--- src/rtl/dircc_output_arbiter.sv ---
// dircc_output_arbiter: packet-level round-robin arbiter for one DiRCC router output port
// Ports: clk_clk, reset_reset (synchronous, active-high); in_* are NUM_INPUTS packed Avalon-ST
// sinks with requester i at slice i; out_* is the shared Avalon-ST source; grant is the one-hot
// packet owner, busy is high while a packet is locked, drop_count saturates at 255 discarded beats.
module dircc_output_arbiter #(
    parameter int NUM_INPUTS  = 5,
    parameter int DATA_WIDTH  = 32,
    parameter int EMPTY_WIDTH = 2
) (
    input  logic                              clk_clk,
    input  logic                              reset_reset,
    input  logic [NUM_INPUTS*DATA_WIDTH-1:0]  in_data,
    input  logic [NUM_INPUTS-1:0]             in_valid,
    output logic [NUM_INPUTS-1:0]             in_ready,
    input  logic [NUM_INPUTS-1:0]             in_startofpacket,
    input  logic [NUM_INPUTS-1:0]             in_endofpacket,
    input  logic [NUM_INPUTS*EMPTY_WIDTH-1:0] in_empty,
    output logic [DATA_WIDTH-1:0]             out_data,
    output logic                              out_valid,
    input  logic                              out_ready,
    output logic                              out_startofpacket,
    output logic                              out_endofpacket,
    output logic [EMPTY_WIDTH-1:0]            out_empty,
    output logic [NUM_INPUTS-1:0]             grant,
    output logic                              busy,
    output logic [7:0]                        drop_count
);
    localparam int         IDX_W  = NUM_INPUTS > 1 ? $clog2(NUM_INPUTS) : 1;
    localparam logic [0:0] IDLE   = 1'b0;
    localparam logic [0:0] LOCKED = 1'b1;
    logic [0:0]            r_state;
    logic [NUM_INPUTS-1:0] r_grant;
    logic [IDX_W-1:0]      r_idx;
    logic [IDX_W-1:0]      r_rr_ptr;
    logic [7:0]            r_drop_count;
    logic [IDX_W-1:0]      w_sel;
    logic [IDX_W-1:0]      w_next_ptr;
    logic [NUM_INPUTS-1:0] w_cand;
    logic [NUM_INPUTS-1:0] w_drop;
    logic                  w_found;
    logic                  w_done;
    logic [15:0]           w_drop_sum;

    assign busy              = r_state == LOCKED;
    assign grant             = r_grant;
    assign drop_count        = r_drop_count;
    assign w_cand            = in_valid & in_startofpacket;
    // Orphan beats (no SOP) are swallowed only while no packet owns the port.
    assign w_drop            = busy ? '0 : in_valid & ~in_startofpacket;
    assign out_valid         = busy & in_valid[r_idx];
    assign out_startofpacket = busy & in_startofpacket[r_idx];
    assign out_endofpacket   = busy & in_endofpacket[r_idx];
    assign out_data          = busy ? in_data[r_idx*DATA_WIDTH +: DATA_WIDTH] : '0;
    assign out_empty         = busy ? in_empty[r_idx*EMPTY_WIDTH +: EMPTY_WIDTH] : '0;
    assign in_ready          = busy ? (out_ready ? r_grant : '0) : w_drop;
    assign w_done            = out_valid & out_ready & out_endofpacket;
    assign w_next_ptr        = r_idx == IDX_W'(NUM_INPUTS - 1) ? '0 : r_idx + 1'b1;

    // Scan from the farthest offset down so the candidate nearest rr_ptr is written last and wins.
    always_comb begin
        w_found = 1'b0;
        w_sel   = '0;
        for (int k = NUM_INPUTS - 1; k >= 0; k--) begin
            if (w_cand[(int'(r_rr_ptr) + k) % NUM_INPUTS]) begin
                w_found = 1'b1;
                w_sel   = IDX_W'((int'(r_rr_ptr) + k) % NUM_INPUTS);
            end
        end
    end

    always_comb begin
        w_drop_sum = 16'(r_drop_count);
        for (int i = 0; i < NUM_INPUTS; i++)
            w_drop_sum = w_drop_sum + 16'(w_drop[i]);
    end

    always_ff @(posedge clk_clk) begin
        if (reset_reset) begin
            r_state      <= IDLE;
            r_grant      <= '0;
            r_idx        <= '0;
            r_rr_ptr     <= '0;
            r_drop_count <= '0;
        end else if (busy) begin
            if (w_done) begin
                r_state  <= IDLE;
                r_grant  <= '0;
                r_rr_ptr <= w_next_ptr;
            end
        end else begin
            r_drop_count <= w_drop_sum > 16'd255 ? 8'hFF : w_drop_sum[7:0];
            if (w_found) begin
                r_state <= LOCKED;
                r_grant <= NUM_INPUTS'(1) << w_sel;
                r_idx   <= w_sel;
            end
        end
    end
endmodule

--- config.mk ---
export PLATFORM = sky130hd
export DESIGN_NAME = dircc_output_arbiter
export DESIGN_NICKNAME = d
export VERILOG_FILES = /design/src/rtl/dircc_output_arbiter.sv
export SDC_FILE = /design/constraint.sdc
export NUM_CORES = 1
export LEC_CHECK = 0
export CAP_MARGIN = 30
export CORE_AREA = 10 10 142 144
export CTS_BUF_LIST = sky130_fd_sc_hd__clkbuf_16
export CTS_CLUSTER_SIZE = 16
export DETAILED_ROUTE_END_ITERATION = 16
export DIE_AREA = 0 0 152 154
export HOLD_SLACK_MARGIN = 0.03
export PLACE_DENSITY = 0.67
export SYNTH_ARGS = -nofsm -noshare
export SYNTH_HDL_FRONTEND = slang
export SYNTH_SLANG_ARGS = --single-unit
--- constraint.sdc ---
create_clock -name clk_clk -period 5.8 [get_ports clk_clk]
set_input_delay 0.58 -clock clk_clk [delete_from_list [all_inputs] [get_ports clk_clk]]
set_output_delay 0.58 -clock clk_clk [all_outputs]
set_load 0.005 [all_outputs]
# --- Yosys cells after proc, flatten, opt, wreduce, memory -nomap -nowiden ---
# Index checks and enable logic that the tools add are counted.
classes:
  eq_ne: 2
  order_cmp: 7
  n_mux: 44
  n_mul: 0
  n_reduce_logical: 4
  shifts: 3
  n_div: 5
  n_addsub: 10
  n_bitwise: 9
op_table:
  columns: ["op", "count"]
  rows:
  - ["$lt A32 B5 Y1 const B", 5]
  - ["$shiftx A160 B9 Y32", 1]
  - ["$mod A32 B4 Y32 const B", 4]
  - ["$mod A4 B4 Y32 const B", 1]
  - ["$mux W32", 1]
  - ["$mux W5", 6]
  - ["$bmux W1 S3", 8]
  - ["$mux W1", 21]
  - ["$mux W3", 6]
  - ["$add A12 B1 Y13", 1]
  - ["$gt A13 B8 Y1 const B", 1]
  - ["$add A11 B1 Y12", 1]
  - ["$add A10 B1 Y11", 1]
  - ["$add A9 B1 Y10", 1]
  - ["$and A5 B5 Y5", 2]
  - ["$shiftx A10 B5 Y2", 1]
  - ["$add A8 B1 Y9", 1]
  - ["$add A3 B2 Y4 const B", 2]
  - ["$mux W8", 1]
  - ["$reduce_and A2 Y1", 3]
  - ["$and A1 B1 Y1", 5]
  - ["$not A5 Y5", 1]
  - ["$shl A1 B3 Y5 const A", 1]
  - ["$add A3 B1 Y4 const B", 1]
  - ["other kinds (8)", 8]
word_totals:
  n_memories: 0
  romBits: 0
  latchBits: 0
  wordCells: 89
  output_inout_bits: 56
  in_bits: 188
  mem_bits_rw: 0
  register_bits: 20

# --- Longest topological paths before layout ---
# Gate-level depths: netlist of run 1.
depth:
  depth_word: 13
  depth_mapped: 21
  ltp_nobuf: 17

# --- Least setup slack after synthesis of run 1 ---
# No wires, ideal clock.
synth_path:
  path_type: "register to register"
  startpoint: "register r_rr_ptr[0]"
  endpoint: "register r_grant[2] (netlist: grant[2])"
  stages_incl_launch_ff: 22
  slack_ps: 1366
  synth_period_minus_slack_ps: 4434
  setup_ps: 59
  arrival_ps: 4376
  path_buffers: 4
  required_ps: 5741
  cell_sequence: "dfxtp_1 > buf_2 > inv_1 > ha_1 > buf_2 > inv_1 > ha_1 > clkbuf_1 > nor2_1 > nor3_1 > a21oi_1 > ha_1 > nand2b_1 > a2bb2oi_1 > nor2_1 > a2111oi_2 > nor2_1 > a2111oi_1 > a31o_1 > buf_6 > nand3b_2 > a2bb2o_1"
synth_between:
  elab_chain_cells: 13
  elab_cells_between_ends: 39
  cone_classes: "add/sub: 4; div: 5; shift: 1; mux: 27; reduce/logical: 2"
synth_lines:
  columns: ["item", "line", "text"]
  rows:
  - ["from (decl)", "34", "logic [IDX_W-1:0] r_rr_ptr;"]
  - ["from (signal assigned)", "88", "r_rr_ptr <= w_next_ptr;"]
  - ["$add A3 B3 Y4", "64, 66", null]
  - ["$mod A32 B4 Y32", "64, 66", null]
  - ["$bmux W1 S3", "64", "if (w_cand[(int'(r_rr_ptr) + k) % NUM_INPUTS]) begin"]
  - ["$mux W1 (not written as such) (2 in a row)", "64", null]
  - ["$mux W3 (5 in a row)", "64", null]
  - ["$shl A1 B3 Y5", "94", "r_grant <= NUM_INPUTS'(1) << w_sel;"]
  - ["$mux W5", "92", "if (w_found) begin"]
  - ["$mux W5", "84", "end else if (busy) begin"]
  - ["to (signal assigned)", "94", null]
  - ["to (decl)", "32", "logic [NUM_INPUTS-1:0] r_grant;"]
# Parallel ways exist; a longest one is shown, timed or not. The select of a mux whose other input is x is not followed.
# A chain may end at the register's enable or synchronous reset.

# --- Worst setup path after layout of run 1 ---
layout_path:
  startpoint: "register r_rr_ptr[1]"
  endpoint: "register r_grant[2] (netlist: grant[2])"
# The elaborated chain is that of the path after synthesis.

==> flow_metrics.env, run 1 <==
export IMPL_detail_route_first_pass_iterations=6
export IMPL_clock_sinks=20
export IMPL_clk_root_buffer_cell="clkbuf_16"
export IMPL_timing_critical_path_required_ns=6.00
export IMPL_holdWs_ns=0.493
export IMPL_wl_mm=20.4
export IMPL_chipWidth_um=152
export IMPL_detail_route_antenna_nets=0
export IMPL_regArea_sq_um=404
export IMPL_dr_first_iter_drc_count=418
export IMPL_cts_max_level=1
export IMPL_cp_start_kind="flip-flop"
export IMPL_leakage_nw=2.52
export IMPL_postCtsHoldBufs=0
export IMPL_clock_slew_at_reported_path_ffs_ns=0.06
export IMPL_max_slew_worst_pin_slew_ns=0.801
export IMPL_place_congestion=0.948
export IMPL_worst_path_max_fanout=14
export IMPL_synthMuxAreaShare_pct=22.9
export IMPL_vias=4967
export IMPL_maxSlewViolCount=0
export IMPL_critPathCaptureType="flip-flop"
export IMPL_antenna_diode_count=0
export IMPL_area_post_placement_sq_um=6880
export IMPL_mappedNetlistArea_sq_um=4270
export IMPL_synth_simple_area_share_pct=21.3
export IMPL_timing_final_crit_period_ns=5.04
export IMPL_arrival_ns=5.23
export IMPL_cts_setup_buffers=0
export IMPL_multiInputGateArea_sq_um=3610
export IMPL_core_area_sq_um=17200
export IMPL_floorplan_die_area_sq_um=23400
export IMPL_fmaxAchievable_ghz=0.199
export IMPL_hold_viol_final=0
export IMPL_first_global_vias=5002
export IMPL_final_nets=926
export IMPL_maxCapViolations=0
export IMPL_postLayoutSetupSlackWorst_ns=0.765
export IMPL_die_y_um=154
export IMPL_number_of_antenna_violations_at_the_first_check_in_global_routing=1
export IMPL_yosysWarningCount=0
export IMPL_report_power_total_mw=1.88
export IMPL_unrepaired_setup_endpoints_after_global_routing="no"
export IMPL_share_of_synthesized_cell_area_in_full_adder_half_adder_and_majority_cells_pct=9.03
export IMPL_netlist_area_leader_share_pct=20.1
export IMPL_power_density_cell_area_nw_per_um2=270
export IMPL_synth_xor_area_share_pct=3.46
export IMPL_synth_seq_cells=20
export IMPL_dp_hpwl_mm=17.0
export IMPL_synth_edf_count=0
export IMPL_detail_route_wl_per_cell_um=21.9
export IMPL_synth_top_family_by_area="compound AO/OA/AOI/OAI gates"
export IMPL_gr_total_overflow=0
export IMPL_hold_path_class="reg -> reg"
export IMPL_timing_final_crit_share_pct=86.8
export IMPL_pre_cts_slack_ns=0.850
export IMPL_drcViolationCount=0
export IMPL_synth_largest_area_cell="mux4_2"
export IMPL_synth_sequential_area_ratio_pct=9.38
export IMPL_tritoncts="built"
export IMPL_area_growth_pct=63.1
export IMPL_maxSlewHeadroom_pct=46.6
export IMPL_most_frequently_used_flop_master_after_synthesis="dfxtp_1"
export IMPL_syn_num_nets=709
export IMPL_worst_setup_path_type="reg -> reg"
export IMPL_groute_usage_overall_pct=16.0
export IMPL_placement_io_buffers=243
export IMPL_cells_after_synthesis=492
export IMPL_mostFrequentLayoutCells="243 x clkdlybuf4s50_1, 41 x nor2b_1, 38 x mux4_2, 38 x a22oi_1"
export IMPL_ir_worst_vdd_mv=0.145
export IMPL_largest_net_degree_at_the_start_of_global_routing=50
export IMPL_clk_path_buf_depth=2
export IMPL_first_pass_grt_wire_length_mm=30.2
export IMPL_layout_cells_most_common="clkdlybuf4s50_1"
export IMPL_clock_insertion_delay_worst_skew_ns=0.26
export IMPL_num_rows=48
export IMPL_synth_lib_cells_used_distinct=83
export IMPL_outcome="completed"
export IMPL_start_util_pct=24.8
export IMPL_layout_filler_cells=1752
export IMPL_cts_inserted_buffers=3
export IMPL_synth_area_leaders="mux4_2 20%, dfxtp_1 9.4%, ha_1 7.6%"
export IMPL_finalSetupTns_ns=0
export IMPL_timing_clock_skew_ns=0.00494
export IMPL_via_per_inst=5.32
export IMPL_io_pin_count=244
export IMPL_synth_avg_cell_area_sq_um=8.67
export IMPL_final_setup_viol_count=0
export IMPL_synth_compound_area_share_pct=27.7
export IMPL_post_cts_resized=0
export IMPL_final_cell_area_sq_um=6960
export IMPL_final_layout_size_suffix_gt1_share_pct=11.0
export IMPL_async_reset_ff_share_pct=0
## where the power goes
| group | internal, mW | leakage [nW] | switching [mW] |
|---|---|---|---|
| clock | 0.0919 | 0.0385 | 0.0531 |
| combinational | 0.825 | 2.32 | 0.668 |
| sequential | 0.169 | 0.164 | 0.0703 |
| total | 1.09 | 2.52 | 0.792 |
## through the flow
stage          utilization [%]  instances
5_1_grt                   40.5        933
3_3_place_gp              39.9        928
6_report                  40.5        933
4_1_cts                   40.5        933
3_5_place_dp              40.1        929
2_1_floorplan                -        492
## area by class of cell
type	instances	area share, %
multi-input cells	411	51.8
well taps	225	4.04
repair buffers	251	36.0
clock buffers	3	1.08
clock inverters	1	0.0539
flip-flops and latches	20	5.81
inverters	22	1.19
## cell families (layout without fill, tap and decap cells)
| group | Yosys count | count (layout) |
|---|---|---|
| AO/OA/AOI/OAI | 160 | 160 |
| XOR/XNOR | 16 | 16 |
| adder cells (fa/ha/maj) | 29 | 29 |
| buffers and inverters | 61 | 277 |
| flip-flops | 20 | 20 |
| multiplexers | 50 | 50 |
| AND/OR/NAND/NOR | 156 | 156 |
## state kept, by name, summed over array words and instances (netlist names)
signal      flops
busy            1
r_idx           3
r_rr_ptr        3
drop_count      8
grant           5
## worst max-delay path, cell delays in order, from the launching register on
cell and delay, ns:
dfxtp_1 0.64, inv_2 0.23, ha_1 0.36, inv_1 0.12, ha_1 0.36, nor2_1 0.14, nor3_1 0.05, a21oi_1 0.19
ha_1 0.29, nand2b_1 0.16, a2bb2oi_1 0.31, nor2_1 0.15, a2111oi_2 0.44, nor2_1 0.17, a2111oi_1 0.49, a31o_1 0.40
nand3b_2 0.18, a2bb2o_1 0.27
## cell usage after synthesis, types with 3 or more instances
library cell / number
clkbuf_1: 23
and2_1: 3
nor3_1: 14
nand2b_1: 7
a31o_1: 3
dfxtp_1: 20
nor3b_1: 7
a21o_1: 4
nand3_1: 8
xor2_1: 3
a31oi_1: 8
mux2i_1: 11
a21oi_1: 28
fa_1: 3
nor2_1: 18
ha_1: 26
o22ai_1: 5
o21ai_0: 10
inv_2: 3
a2bb2oi_1: 4
and3_1: 3
o21a_1: 5
buf_6: 3
a211oi_1: 9
o211ai_1: 6
nand2_1: 28
xnor2_1: 12
buf_2: 6
a22oi_1: 38
mux4_2: 38
inv_1: 19
a31o_2: 4
buf_1: 6
nor2b_1: 41
## final timing paths
check / from / endpoint / slack [ns] / cells past startpoint
max reg2reg: r_rr_ptr[1] / grant[2] / 0.76 / 17
min: r_idx[2] / r_idx[2] / 0.49 / 2
max: r_rr_ptr[1] / grant[2] / 0.76 / 17
min reg2reg: r_idx[2] / r_idx[2] / 0.49 / 2
## layer usage
layer | vias to the layer above | GRT usage, % | part of all wire [%]
met4 | 2 | 2.75 | 1.2
met3 | 16 | 3.93 | 7.5
met1 | 2387 | 19.3 | 40
met5 | - | 0 | 0.044
li1 | 2359 | - | -
met2 | 203 | 28.4 | 51
(Power assumes the default switching activity.)
==> inputs of run 2 (changes only) <==
SKIP_LAST_GASP = 1   (was unset)
==> results of run 2 <==
Same layout as run 1: the final DEF is identical, and so are final timing and power.
